`src/rtl/rotate_sequencer.sv`:
```
// -----------------------------------------------------------------------------
// rotate_sequencer
//
// Upstream controller for the rotating shift register in the PWM loop.
// A configuration (pattern, initial direction, step period) is accepted over a
// valid/ready handshake. The block then issues a one-cycle load strobe, followed
// by single-cycle shift strobes spaced every period+1 clocks while run_i is
// high. Every WIDTH-th shift since the load is flagged on wrap_o.
//
// Optional feature macro: ROTATE_SEQ_BOUNCE_EN
//   defined   : ping-pong mode. After each wrap the direction toggles in the
//               cycle following the wrap shift, and stepping pauses for that
//               one cycle so the new direction is stable before the next shift.
//   undefined : direction stays at the captured cfg_dir_i until the next load.
//
// Parameters
//   WIDTH  pattern width (equals the downstream register width, >= 2)
//   DIV_W  width of the step-period prescaler
//
// Ports
//   clk            clock, rising edge
//   rst            synchronous active-high reset
//   cfg_valid_i    configuration offered
//   cfg_ready_o    configuration can be accepted (combinational: state != LOAD)
//   cfg_pattern_i  pattern to load
//   cfg_dir_i      initial direction, 0 = left, 1 = right
//   cfg_period_i   shift every cfg_period_i+1 clocks
//   run_i          1 = stepping enabled, 0 = pause (prescaler holds)
//   stop_i         return to IDLE, no further strobes
//   load_o         one-cycle load strobe (registered)
//   shift_o        one-cycle shift strobe (registered)
//   dir_o          direction to the register (registered)
//   data_in_o      pattern to the register, valid while load_o = 1
//   busy_o         1 while not IDLE (registered)
//   wrap_o         pulses with the shift that completes WIDTH shifts
// -----------------------------------------------------------------------------
module rotate_sequencer #(
    parameter int WIDTH = 8,
    parameter int DIV_W = 16
) (
    input  logic             clk,
    input  logic             rst,
    input  logic             cfg_valid_i,
    output logic             cfg_ready_o,
    input  logic [WIDTH-1:0] cfg_pattern_i,
    input  logic             cfg_dir_i,
    input  logic [DIV_W-1:0] cfg_period_i,
    input  logic             run_i,
    input  logic             stop_i,
    output logic             load_o,
    output logic             shift_o,
    output logic             dir_o,
    output logic [WIDTH-1:0] data_in_o,
    output logic             busy_o,
    output logic             wrap_o
);

    localparam int CNT_W = (WIDTH > 2) ? $clog2(WIDTH) : 1;
    localparam logic [CNT_W-1:0] STEP_LAST  = CNT_W'(WIDTH - 1);
    localparam logic [CNT_W-1:0] STEP_ONE   = CNT_W'(1);
    localparam logic [DIV_W-1:0] PRESC_ONE  = DIV_W'(1);

    typedef enum logic [1:0] {
        ST_IDLE = 2'd0,
        ST_LOAD = 2'd1,
        ST_RUN  = 2'd2
    } state_t;

    // -------------------------------------------------------------------------
    // State and registered outputs
    // -------------------------------------------------------------------------
    state_t             state_q,   state_d;
    logic [DIV_W-1:0]   presc_q,   presc_d;
    logic [CNT_W-1:0]   step_q,    step_d;
    logic [DIV_W-1:0]   period_q,  period_d;
    logic               load_q,    load_d;
    logic               shift_q,   shift_d;
    logic               wrap_q,    wrap_d;
    logic               dir_q,     dir_d;
    logic [WIDTH-1:0]   data_q,    data_d;
    logic               busy_q,    busy_d;

    // -------------------------------------------------------------------------
    // Helper terms
    // -------------------------------------------------------------------------
    logic               xfer;
    logic               bounce_hold;
    logic               step_en;
    logic               step_hit;
    logic [DIV_W-1:0]   presc_base;
    logic [CNT_W-1:0]   step_base;

    assign cfg_ready_o = (state_q != ST_LOAD);

    // stop outranks the handshake: nothing is accepted while stop_i is high.
    assign xfer = cfg_valid_i & cfg_ready_o & ~stop_i;

    // The load cycle itself counts as prescaler tick 0, so the first shift
    // lands exactly period+1 cycles after the load strobe.
    assign presc_base = (state_q == ST_LOAD) ? '0 : presc_q;
    assign step_base  = (state_q == ST_LOAD) ? '0 : step_q;

`ifdef ROTATE_SEQ_BOUNCE_EN
    // The cycle carrying the wrap shift is spent turning the direction
    // around; no prescaler tick happens in it.
    assign bounce_hold = wrap_q;
`else
    assign bounce_hold = 1'b0;
`endif

    assign step_en  = (state_q != ST_IDLE) & run_i & ~bounce_hold;
    assign step_hit = (presc_base == period_q);

    // -------------------------------------------------------------------------
    // Process 1: state register (and the registered datapath)
    // -------------------------------------------------------------------------
    always_ff @(posedge clk) begin
        if (rst) begin
            state_q  <= ST_IDLE;
            presc_q  <= '0;
            step_q   <= '0;
            period_q <= '0;
            load_q   <= 1'b0;
            shift_q  <= 1'b0;
            wrap_q   <= 1'b0;
            dir_q    <= 1'b0;
            data_q   <= '0;
            busy_q   <= 1'b0;
        end else begin
            state_q  <= state_d;
            presc_q  <= presc_d;
            step_q   <= step_d;
            period_q <= period_d;
            load_q   <= load_d;
            shift_q  <= shift_d;
            wrap_q   <= wrap_d;
            dir_q    <= dir_d;
            data_q   <= data_d;
            busy_q   <= busy_d;
        end
    end

    // -------------------------------------------------------------------------
    // Process 2: next-state logic
    // -------------------------------------------------------------------------
    always_comb begin
        state_d = state_q;
        if (stop_i) begin
            state_d = ST_IDLE;
        end else if (xfer) begin
            state_d = ST_LOAD;
        end else begin
            case (state_q)
                ST_IDLE: state_d = ST_IDLE;
                ST_LOAD: state_d = ST_RUN;
                ST_RUN:  state_d = ST_RUN;
                default: state_d = ST_IDLE;
            endcase
        end
    end

    // -------------------------------------------------------------------------
    // Process 3: output / datapath next values
    // -------------------------------------------------------------------------
    always_comb begin
        presc_d  = presc_q;
        step_d   = step_q;
        period_d = period_q;
        dir_d    = dir_q;
        data_d   = data_q;
        load_d   = 1'b0;
        shift_d  = 1'b0;
        wrap_d   = 1'b0;
        busy_d   = (state_d != ST_IDLE);

        if (stop_i) begin
            // Strobes drop; configuration and counters simply hold.
            presc_d = presc_q;
        end else if (xfer) begin
            // Accepting a configuration (also aborts a running pattern);
            // no shift is issued on the accept cycle.
            period_d = cfg_period_i;
            dir_d    = cfg_dir_i;
            data_d   = cfg_pattern_i;
            load_d   = 1'b1;
            presc_d  = '0;
            step_d   = '0;
        end else if (state_q != ST_IDLE) begin
            presc_d = presc_base;
            step_d  = step_base;
            if (bounce_hold) begin
                dir_d = ~dir_q;
            end else if (step_en) begin
                if (step_hit) begin
                    shift_d = 1'b1;
                    presc_d = '0;
                    if (step_base == STEP_LAST) begin
                        step_d = '0;
                        wrap_d = 1'b1;
                    end else begin
                        step_d = step_base + STEP_ONE;
                    end
                end else begin
                    presc_d = presc_base + PRESC_ONE;
                end
            end
        end
    end

    // -------------------------------------------------------------------------
    // Outputs
    // -------------------------------------------------------------------------
    assign load_o    = load_q;
    assign shift_o   = shift_q;
    assign wrap_o    = wrap_q;
    assign dir_o     = dir_q;
    assign data_in_o = data_q;
    assign busy_o    = busy_q;

    // The downstream register must never see load and shift together.
    a_no_load_and_shift : assert property (@(posedge clk) !(load_q && shift_q));

endmodule
```
`config.mk`:
```
export PLATFORM = sky130hd
export DESIGN_NAME = rotate_sequencer
export DESIGN_NICKNAME = d
export VERILOG_FILES = /design/src/rtl/rotate_sequencer.sv
export SDC_FILE = /design/constraint.sdc
export NUM_CORES = 1
export LEC_CHECK = 0
export ABC_AREA = 1
export BUFFER_PORTS_ARGS = -buffer_cell sky130_fd_sc_hd__buf_2
export CORE_MARGIN = 2
export CORE_UTILIZATION = 40
export CTS_CLUSTER_DIAMETER = 50
export DETAILED_ROUTE_END_ITERATION = 8
export GPL_TIMING_DRIVEN = 0
export SYNTH_ARGS = -nofsm -noshare
export SYNTH_HDL_FRONTEND = slang
export SYNTH_SLANG_ARGS = --single-unit
```
`constraint.sdc`:
```
create_clock -name clk -period 1.89 [get_ports clk]
set_input_delay 0.378 -clock clk [delete_from_list [all_inputs] [get_ports clk]]
set_output_delay 0.378 -clock clk [all_outputs]
set_load 0.02 [all_outputs]
```
==> metrics.txt <==
outcome=complete, but fails checks; failing checks=setup timing; Layout Skew=around 0.01 ns; Leak=about 1.6 nW; floorplan row count=29; FF-to-FF End=presc_q[9]; clock insertion delay at the later pin of the skew report=0.31 ns; layout cells sized above 1=29.0%; First-pass DRT Iterations=4; number of nets in the layout=498; RSZ-0062 raised after global routing=true; post-synth cell types=27; Vias/cell=5.08; Worst Setup Start Kind=flop; port buffer count=43; synthesized area=0.00258 mm²; WS Path Type=flop to flop; Crit path required time=roughly 2.1 ns; final setup fails=16; area leader, netlist=dfxtp_1; mean area per synthesized cell=6.54 µm²; Avg WL per Cell=13.9 µm; Place WS=-0.558 ns; synth top area cells=dfxtp_1, nand2_1, nor2_1, a21oi_1, inv_1; post-synthesis sequential area ratio=about two fifths; die width=84.4 µm; top_reg_cell synth=dfxtp_1; Vias=about 2800; synthesized instance count=395; CTS tree=done; reg-to-reg startpoint=state_q[1]; CP max FO=7; area occupied by multi-input gates=0.00155 mm²; Die H=84.4 µm; DRT iter0 DRCs=221; Post-CTS Hold Buffers=0; slew margin rel.=58.6%; # diodes=0; global-route wire length before repair=between 10000 and 15000 µm; Remaining DRCs=0; Reg area=~0.001 mm²; most frequent cell after synthesis=nand2_1; reg2reg setup slack=-0.11 ns; Crit. Startpoint=state_q[1]; dpl cell area=0.00290 mm²; Worst Hold Path Cells=3; final instance area=between 0.003 and 0.004 mm²; Post-synth ARST share=0%; Core Footprint=0.00631 mm²; FMAX=approximately 500 MHz; critical path cell sequence=inv_2 > ha_4 > buf_4 > o21ai_0 > nand2_1 > nor2_2 > nand2_2 > nor2_4 > nand3_4 > clkbuf_16 > nand4_1 > a21oi_1; vias in the first global route=2479; Hold Startpoint=cfg_pattern_i[2]; top cell type's share of synthesized area=38.7%; DPL Wire Length=4970 µm; Final period util=106%; largest net degree at the start of global routing=17; clk slew on worst S/H paths=~0.1 ns; Crit path max-delay family=simple AND/OR/NAND/NOR gates; hold crit path type=primary input to flop; PwrDens=615 mW/mm²; initial antenna violation count=0; gp weighted congestion=0.867; Peak supply drop=0.321 mV; root buf cell=clkbuf_8; Synth Register Bits=50; Worst Tran Pin Value=0.621 ns; CP bufs+invs=3; fillers=624; remaining antenna violation count=0; Post-synth top cells=nand2_1, dfxtp_1, nor2_1; worst reg2reg path depth=12; Worst Hold Endpoint=data_in_o[2]; Tmin final=2.00 ns; slowest CP cell=dfxtp_2; Syn-to-layout area delta=35.7%; CTS Buffer Depth=2; Critical Path Sink Type=flop; fin worst setup slack=-0.111 ns; CP Depth=12; Routed WL=7530 µm; Congestion Overflow GR=0; count of flip-flops with a built-in enable after synthesis=0; maxcap violations=0; max-slew violations=0; max incr delay on CP=0.34 ns; WP data arrival=2.19 ns; syn_nets=roughly 430; # H-tree levels=2; initial core utilization=40.9%; final hold violations=0; Num CTS Buffers=5; Layout Utilization=55.6%; Die ar.=0.00712 mm²; GRT Util Overall=20.3%; I/O pins=44; yosys warns=0; Clock Sinks=50
-- layout by cell type, fill, tap and decap left out, types with 6 or more instances in the layout --
| cell type | instances |
|---|---|
| nor2_1 | 41 |
| buf_2 | 43 |
| inv_1 | 42 |
| clkbuf_8 | 6 |
| nand4_1 | 16 |
| o21ai_0 | 29 |
| nand2_1 | 90 |
| a21oi_1 | 31 |
| nand3_1 | 18 |
| buf_4 | 15 |
| nand2_4 | 8 |
| nand2_2 | 11 |
| dfxtp_1 | 48 |
| nor2_4 | 9 |
-- through the flow --
stage / TNS, ns / total power, mW / hold slack (ns) / instances
2_1_floorplan: 0 / 1.30 / 0.440 / 395
3_3_place_gp: -21.32 / 1.40 / 0.456 / 515
3_5_place_dp: -22.20 / 1.41 / 0.459 / 515
4_1_cts: -0.963 / 2.14 / 0.284 / 532
5_1_grt: -2.80 / 2.26 / 0.280 / 542
6_report: -1.10 / 2.16 / 0.287 / 542
-- cells by family (layout without fill, tap and decap cells) --
logic type	count (synthesis)	after routing	synth area share [%]
simple gates	208	208	35.1
compound gates	66	66	12.9
buf+inv	63	133	9.97
flops	50	50	38.7
fa+ha+maj	4	4	1.94
xor+xnor	4	4	1.36
-- cell type report --
type                       count  area share [%]
clock buffer                   6            2.35
inverter                      49            5.96
timing repair buffer          63            12.8
buffer                        13            2.96
sequential                    50            28.6
tap                           77            2.75
clock inverter                 2           0.464
multi-input combinational    282            44.1
-- metal layers --
layer  up-vias  routed length, µm  global-route usage [%]
li1       1406                  -                       -
met1      1247               3390                    26.0
met2        87               3600                    35.2
met3        11                436                    4.03
met4         0                104                    4.91
met5         -                  0                       0
-- where the power goes --
| part | leakage (nW) | internal [mW] | switching (mW) |
|---|---|---|---|
| combinational | 1.13 | 0.139 | 0.215 |
| clock | 0.0478 | 0.302 | 0.391 |
| sequential | 0.409 | 1.09 | 0.0186 |
-- flip-flops by register name (all words and copies together) (netlist names) --
name       flops
shift_o        1
busy_o         1
state_q        2
data_in_o      8
presc_q       16
step_q         3
load_o         1
dir_o          1
period_q      16
wrap_o         1
-- worst max-delay path by stage --
| stage | endpoint |
|---|---|
| detailed placement | presc_q[11] |
| finish | presc_q[9] |
| global placement | presc_q[10] |
| global route | presc_q[5] |
| floorplan | presc_q[7] |
| CTS | presc_q[4] |
-- worst reg2reg max path: cells and delay by family, from the launching register on --
kind	cells	cell delay (ns)
AND/OR/NAND/NOR	6	0.70
flip-flops	1	0.34
AO/OA/AOI/OAI	2	0.25
adder cells (fa/ha/maj)	1	0.18
buffers and inverters	3	0.40
-- what timing repair did --
item,in CTS,in global routing
resized for setup,41,50
buffers inserted,8,8
pin swaps,12,17
cloned,1,3
endpoints found under the hold margin,0,0
endpoints found under the setup margin,50,39
Note: power is estimated with default switching activity, not from simulation.
